### src/rtl/mul_m_stage.sv
// ---------------------------------------------------------------------------
// mul_m_stage
//   Middle stage of the three-stage pipelined RV32M multiplier. Takes the
//   E-stage partial product, which covers multiplier bits [ITER_LO-1:0]. Adds
//   the shifted multiplicand terms for multiplier bits [ITER_HI:ITER_LO].
//   Registers everything the writeback stage needs.
//
// Ports
//   clk, rst        clock, synchronous active-high reset
//   e_valid         incoming entry valid
//   e_rs1, e_rs2    raw operands (A = multiplier source, B = multiplicand)
//   e_mul_op        00=MUL 01=MULH 10=MULHSU 11=MULHU
//   e_product       partial product from the E stage
//   e_tag           destination register index
//   stall           hold this stage
//   flush           kill this stage's entry (takes priority over stall)
//   e_ready         ~stall
//   m_*             registered stage outputs
// ---------------------------------------------------------------------------
module mul_m_stage #(
    parameter int XLEN    = 32,
    parameter int ITER_LO = 11,
    parameter int ITER_HI = 21,
    parameter int TAG_W   = 5
) (
    input  logic                clk,
    input  logic                rst,
    input  logic                e_valid,
    input  logic [XLEN-1:0]     e_rs1,
    input  logic [XLEN-1:0]     e_rs2,
    input  logic [1:0]          e_mul_op,
    input  logic [2*XLEN-1:0]   e_product,
    input  logic [TAG_W-1:0]    e_tag,
    input  logic                stall,
    input  logic                flush,
    output logic                e_ready,
    output logic                m_valid,
    output logic [XLEN-1:0]     m_rs1,
    output logic [XLEN-1:0]     m_rs2,
    output logic                m_negate,
    output logic [1:0]          m_mul_op,
    output logic [2*XLEN-1:0]   m_product,
    output logic [TAG_W-1:0]    m_tag
);

    localparam int NTERMS = ITER_HI - ITER_LO + 1;
    localparam int PW     = 2 * XLEN;

    // Absolute value of an operand when it is treated as signed.
    // The most negative value maps to itself, which is the correct
    // unsigned magnitude.
    function automatic logic [XLEN-1:0] magnitude(input logic [XLEN-1:0] v,
                                                  input logic            neg);
        return neg ? (~v + XLEN'(1)) : v;
    endfunction

    logic                sign_a;
    logic                sign_b;
    logic                neg_a;
    logic                neg_b;
    logic [NTERMS-1:0]   mag_a_win;
    logic [XLEN-1:0]     mag_b;
    logic                negate_next;
    logic [PW-1:0]       term [NTERMS];
    logic [PW-1:0]       product_next;

    assign sign_a = (e_mul_op != 2'b11);
    assign sign_b = ~e_mul_op[1];
    assign neg_a  = sign_a & e_rs1[XLEN-1];
    assign neg_b  = sign_b & e_rs2[XLEN-1];

    // Only the multiplier bits that this stage owns are kept.
    // Shifting then truncating avoids a full-width intermediate with dead bits.
    assign mag_a_win   = NTERMS'(magnitude(e_rs1, neg_a) >> ITER_LO);
    assign mag_b       = magnitude(e_rs2, neg_b);
    assign negate_next = neg_a ^ neg_b;

    // One shifted copy of the multiplicand per multiplier bit in the window.
    genvar gi;
    generate
        for (gi = 0; gi < NTERMS; gi++) begin : g_term
            assign term[gi] = mag_a_win[gi]
                            ? ({{XLEN{1'b0}}, mag_b} << (ITER_LO + gi))
                            : '0;
        end
    endgenerate

    // The sum wraps modulo 2^(2*XLEN).
    always_comb begin
        product_next = e_product;
        for (int i = 0; i < NTERMS; i++) begin
            product_next = product_next + term[i];
        end
    end

    assign e_ready = ~stall;

    logic              valid_reg;
    logic [XLEN-1:0]   rs1_reg;
    logic [XLEN-1:0]   rs2_reg;
    logic              negate_reg;
    logic [1:0]        mul_op_reg;
    logic [PW-1:0]     product_reg;
    logic [TAG_W-1:0]  tag_reg;

    always_ff @(posedge clk) begin
        if (rst) begin
            valid_reg   <= 1'b0;
            rs1_reg     <= '0;
            rs2_reg     <= '0;
            negate_reg  <= 1'b0;
            mul_op_reg  <= '0;
            product_reg <= '0;
            tag_reg     <= '0;
        end else if (flush) begin
            // The data registers hold. Only the valid bit matters downstream.
            valid_reg   <= 1'b0;
        end else if (!stall) begin
            // Bubbles also load data. Consumers must qualify on m_valid.
            valid_reg   <= e_valid;
            rs1_reg     <= e_rs1;
            rs2_reg     <= e_rs2;
            negate_reg  <= negate_next;
            mul_op_reg  <= e_mul_op;
            product_reg <= product_next;
            tag_reg     <= e_tag;
        end
    end

    assign m_valid   = valid_reg;
    assign m_rs1     = rs1_reg;
    assign m_rs2     = rs2_reg;
    assign m_negate  = negate_reg;
    assign m_mul_op  = mul_op_reg;
    assign m_product = product_reg;
    assign m_tag     = tag_reg;

endmodule

### config.mk
export PLATFORM = sky130hd
export DESIGN_NAME = mul_m_stage
export DESIGN_NICKNAME = d
export VERILOG_FILES = /design/src/rtl/mul_m_stage.sv
export SDC_FILE = /design/constraint.sdc
export NUM_CORES = 1
export LEC_CHECK = 0
export CAP_MARGIN = 25
export CORE_UTILIZATION = 50
export CTS_CLUSTER_DIAMETER = 40
export DETAILED_ROUTE_END_ITERATION = 8
export PLACE_DENSITY = 0.74
export SYNTH_ARGS = -nofsm -noshare
export SYNTH_HDL_FRONTEND = slang
export SYNTH_SLANG_ARGS = --single-unit
### constraint.sdc
create_clock -name clk -period 20.5 [get_ports clk]
set_input_delay 4.1 -clock clk [delete_from_list [all_inputs] [get_ports clk]]
set_output_delay 4.1 -clock clk [all_outputs]
set_load 0.01 [all_outputs]
==> results of run 1 <==
worst max-delay path by stage:
| stage | start | end | slack, ps |
|---|---|---|---|
| 3_3_place_gp | e_rs1[0] | m_product[62] | 7720 |
| 2_1_floorplan | e_rs1[3] | m_product[48] | 9310 |
| 5_1_grt | e_rs1[0] | m_product[57] | 7390 |
| 6_report | e_rs1[0] | m_product[62] | 7910 |
| 4_1_cts | e_rs1[0] | m_product[62] | 7990 |
| 3_5_place_dp | e_rs1[0] | m_product[62] | 7600 |
critical path, delay by kind of cell:
kind                     cells  cell delay [ps]
AO/OA/AOI/OAI                8             2150
buffers and inverters        5             1020
AND/OR/NAND/NOR              9             2480
adder cells (fa/ha/maj)      6             3010
XOR/XNOR                     1              140
layer usage:
metal,vias to the layer above,global-route usage (%)
met2,747,51.2
met3,132,7.77
met5,-,0
met4,8,11.9
li1,7224,-
met1,7791,39.2
cell usage in the layout, fill, tap and decap left out, drive strengths merged, types with 3 or more instances in the layout:
cell	synthesis	routed
xor2	29	29
o21a	4	4
or2	3	3
inv	379	390
buf	8	40
nor3	12	12
clkbuf	122	17
nand3	17	17
fa	311	311
dfxtp	137	137
a211oi	10	10
nor4b	3	3
a21oi	185	185
a21o	16	16
a31oi	13	13
ha	91	91
o21bai	5	5
o211ai	6	6
o21ai	47	47
o41ai	3	3
and2	50	50
nand4	10	10
nor2	44	44
o31ai	7	7
nand2b	5	5
and3	14	14
nor2b	6	6
or3	6	6
o221ai	3	3
xnor2	48	48
nand3b	3	3
clkdlybuf4s50	0	276
or4	5	5
nand2	591	591
nor4	9	9
through the flow:
stage | hold WS (ps) | std cells
floorplan | 476 | 2225
finish | 451 | 2900
detailed placement | 445 | 2862
global route | 467 | 2898
CTS | 454 | 2894
global placement | 441 | 2858
logic make-up (layout without fill, tap and decap cells):
| family | Yosys count | in the layout | share of synthesized area [%] |
|---|---|---|---|
| AOI/OAI and AO/OA | 313 | 313 | 10.1 |
| xor gates and xnor gates | 77 | 77 | 3.77 |
| adders and majority gates | 402 | 402 | 41.2 |
| buffers and inverters | 509 | 727 | 10.8 |
| DFF | 137 | 137 | 15.4 |
| muxes | 2 | 2 | 0.112 |
| other | 0 | 2 | 0 |
| and+or+nand+nor | 785 | 785 | 18.7 |
synthesized netlist by cell type (13+ instances only):
cell	count
a21o_1	16
dfxtp_1	137
xnor2_1	48
fa_1	311
a21oi_1	185
ha_1	91
nor2_1	44
nand3_1	17
o21ai_0	41
clkbuf_1	122
xor2_1	29
and2_1	49
and3_1	14
inv_1	379
nand2_1	591
a31oi_1	13
area by class of cell:
type                       count  area (um^2)
antenna                        2         5.00
clock buffer                  17          425
clock inverter                15          146
fill                        3085        13100
inverter                     379         1420
multi-input combinational   1579        13400
sequential                   137         2740
tap                          455          569
timing repair buffer         316         3080
sequential cells by signal, summed over array words and instances (netlist names):
name / cells
m_product: 64
m_rs1: 32
m_rs2: 32
m_tag: 5
m_mul_op: 2
m_negate: 1
m_valid: 1
==> results.yml, run 1 <==
grt:
  grt_pass1_wl_um: 87100
  gr-usage-all-layers_pct: 31.1
  antenna_found_initial: 6
  grt_pass1_vias: 16400
  grt_overflow: 0
  grt_max_degree: 96
routing:
  wl_met1_um: 21000
  drtIter0Drc: 1168
  wl_met3_um: 4740
  viasPerCell: 5.48
  avgRoutedWirePerCell_um: 18.7
  drc_errors: 0
  wl_um: 54100
  via_count: 15900
  top_layer_used: "met5"
  ant_nets: 0
  wl_met2_um: 26400
  firstDrtPassIters: 5
setup_path:
  crit_path_frequent_cell: "fa_1"
  rr_startpoint: "m_product[60]"
  endpoint_kind: "flip-flop"
  crit_arrival_ps: 12950
  worstRegToRegCells: 4
  startpoint_type: "primary input"
  cp_max_fo: 30
  required_ps: 20860
  cpMaxStageDelayCell: "fa_1"
  critical_path.reg2reg.endpoint: "m_product[60]"
  r2r_setup_slack_ps: 19510
  slowest_delay_ps: 550
  crit_type: "in -> reg"
synthesis:
  ys_async_sr_fraction_pct: 0
  yosysWarnings: 0
  synth-edff-count: 0
  syn_area_per_cell_um2: 8.03
  netlist-cell-type-count: 60
  synthCells: 2225
  yosysTopAreaCell: "fa_1"
  yosysSeqAreaShare_pct: 15.4
  synth_area_leaders: "fa_1 35%, dfxtp_1 15%, nand2_1 12%, inv_1 8.0%, ha_1 6.4%"
  synthesis.nets: 2767
  synth_top_area_share_pct: 34.8
  mappedNetlistArea_um2: 17900
  ys.flop_type: "dfxtp_1"
  synth.ff_latch_count: 137
sta:
  tightest_slew_ps: 1150
  slew_viol_final: 0
  fmax_mhz: 79.4
  relSlewSlack_pct: 23.0
  setup_viol: 0
  layout_min_cycle_time_ps: 12590
  min_period_over_period_pct: 61.4
  finalClockSkew_ps: 0
  fin_setup_tns_ps: 0
  fin_ws_ps: 7910
  finalHoldViolations: 0
  rsz0062_at_grt: "false"
place:
  port_buffers: 277
  place_hpwl_um: 42100
  pre_cts_ws_ps: 7600
  place_congestion: 0.901
  place_area_um2: 21100
clock_tree:
  ctsResizeCount: 0
  clockBufferDepth: 2
  numCtsBuffers: 17
  clock-root-buffer: "clkbuf_16"
  worstSkewPairLatency_ps: 460
  postCtsSetupRepairBufs: 0
  cts.clk_slew.worst_paths_ps: 70
  htreeDepth: 4
  clock_sinks: 137
  cts_tree: "done"
  postCtsHoldBufs: 0
flow_run:
  maxCapViolations: 0
finish:
  final_cell_area_um2: 21800
  final_nets: 2972
  drive_gt1_share_pct: 3.97
  area_delta_synth_final_pct: 21.8
  fin_util_pct: 62.4
run_status:
  status: "finished, final reports clean"
die:
  die_w_um: 191
  io-pin-count: 278
  die_area_um2: 36500
  core_area_um2: 34900
  start_util_pct: 51.2
  num_rows: 68
  die_h_um: 191
worst_hold_path:
  min-delay-start: "m_product[29]"
  whs_endpoint: "m_product[29]"
  hold_path.class: "reg -> reg"
  holdPathStages: 2
Power of run 1 is not shown: default switching activity piles up to over one toggle a cycle in this logic, so the estimate is an artifact.
==> run 2, diff against run 1 <==
==> constraint.sdc (replaced) <==
create_clock -name clk -period 12.6 [get_ports clk]
set_input_delay 2.52 -clock clk [delete_from_list [all_inputs] [get_ports clk]]
set_output_delay 2.52 -clock clk [all_outputs]
set_load 0.01 [all_outputs]
==> run 2 against run 1 <==
Clock-buffer cell count grew 1. Non-clock buffer count increased by 1. Die area unchanged. Highest routed layer unchanged. Register-to-register slack lost 8000 ps. Routed wire length increased by 0.55%.
==> results.yml, run 2 (synthesis gave the netlist of run 1 again) <==
grt:
  use_met1_pct: 40.0
  grt.met3_usage_pct: 7.78
  grt_max_degree: 108
  grt_overflow: 0
  antenna_found_initial: 8
  gr-usage-all-layers_pct: 31.3
  grt_pass1_wl_um: 87500
  gr-usage-met2_pct: 51.1
  grt_pass1_vias: 16400
  top_usage_layer: "met2"
setup_path:
  r2r_setup_slack_ps: 11560
  crit_arrival_ps: 11190
  worstRegToRegCells: 4
  rr_startpoint: "m_product[60]"
  endpoint_kind: "flip-flop"
  crit_type: "in -> reg"
  startpoint_type: "primary input"
  critical_path.reg2reg.endpoint: "m_product[60]"
  path_buf_inv: 5
  slowest_delay_ps: 560
  required_ps: 12970
  cpMaxStageDelayCell: "fa_1"
  cp_max_fo: 30
  crit_path_frequent_cell: "fa_1"
  cp_top_family: "adder cells"
finish:
  final_nets: 2973
  layout_common_cells: "591 x nand2_1, 379 x inv_1, 311 x fa_1"
  area_delta_synth_final_pct: 22.1
  finalNonFillerCells: 2902
  layout_commonest_cell: "nand2_1"
  drive_gt1_share_pct: 3.97
  largest_register_ffs: 64
  n_fill_cell: 3047
clock_tree:
  ctsResizeCount: 0
  clock-root-buffer: "clkbuf_16"
  htreeDepth: 4
  cts.clk_slew.worst_paths_ps: 70
  worstSkewPairLatency_ps: 450
  cts_tree: "done"
  clock_sinks: 137
  clockBufferDepth: 2
  postCtsSetupRepairBufs: 0
  postCtsHoldBufs: 0
  numCtsBuffers: 17
sta:
  fmax_mhz: 92.4
  setup_viol: 0
  rsz0062_at_grt: "false"
  tightest_slew_ps: 1070
  relSlewSlack_pct: 28.0
  finalClockSkew_ps: 0
  fin_setup_tns_ps: 0
  layout_min_cycle_time_ps: 10820
  finalHoldViolations: 0
  min_period_over_period_pct: 85.9
  slew_viol_final: 0
worst_hold_path:
  min-delay-start: "m_product[9]"
  holdPathStages: 2
  hold_path.class: "reg -> reg"
  whs_endpoint: "m_product[9]"
die:
  start_util_pct: 51.2
  die_area_um2: 36500
  num_rows: 68
  io-pin-count: 278
  die_w_um: 191
  core_area_um2: 34900
  die_h_um: 191
place:
  port_buffers: 277
  place_congestion: 0.925
  place_hpwl_um: 42900
  place_inst: 2866
routing:
  drtIter0Drc: 1052
  viasPerCell: 5.45
  firstDrtPassIters: 5
  via_count: 15800
  ant_nets: 0
  wl_um: 54400
  avgRoutedWirePerCell_um: 18.8
  drc_errors: 0
run_status:
  status: "finished, final reports clean"
flow_run:
  maxCapViolations: 0
## run 2: cell count changes in the layout (fill, tap and decap cells not counted)
cell,before,now
inv_8,7,3
clkbuf_1,0,1
buf_12,1,0
diode_2,2,3
bufinv_16,0,2
clkinv_4,2,4
buf_8,0,1
inv_6,4,2
clkinv_2,0,1
buf_16,0,1
## run 2: how the worst max path moves through the flow
stage	startpoint	endpoint	cells past startpoint
after floorplan	e_rs1[3]	m_product[48]	29
after global placement	e_rs1[0]	m_product[62]	29
after detailed placement	e_rs1[3]	m_product[48]	29
after CTS	e_rs1[3]	m_product[57]	29
after global routing	e_rs1[3]	m_product[48]	29
final	e_rs1[0]	m_product[62]	29
## run 2: stage by stage
| stage | cell area [um^2] | utilization (%) | setup WS, ps | hold slack, ps |
|---|---|---|---|---|
| 4_1_cts | 21800 | 62.4 | 1830 | 454 |
| 5_1_grt | 21800 | 62.5 | 1050 | 469 |
| 6_report | 21800 | 62.5 | 1780 | 454 |
| 3_3_place_gp | 21100 | 60.6 | 1510 | 440 |
| 3_5_place_dp | 21200 | 60.7 | 1400 | 444 |
| 2_1_floorplan | 17900 | - | 2990 | 476 |
## run 2: cell type report
class / count / area (um^2) / area share (%)
Timing Repair Buffer: 317 / 3100 / 14.2
Inverter: 379 / 1420 / 6.52
Multi-Input combinational cell: 1579 / 13400 / 61.3
Antenna cell: 3 / 7.51 / 0.0344
Sequential cell: 137 / 2740 / 12.6
Clock buffer: 18 / 429 / 1.97
Clock inverter: 14 / 166 / 0.763
Tap cell: 455 / 569 / 2.61
## run 2: routing by layer
metal	share of wire (%)	vias up
met5	0.094	-
met4	3.2	8
met3	8.4	129
met2	49	675
met1	39	7762
li1	-	7229
## run 2: worst min-delay path, delay by kind of cell, from the launching register on
kind               cells  cell delay (ps)
AOI/OAI and AO/OA      1               50
DFF                    1              310
and+or+nand+nor        1               50
Power of run 2 is left out for the same reason.
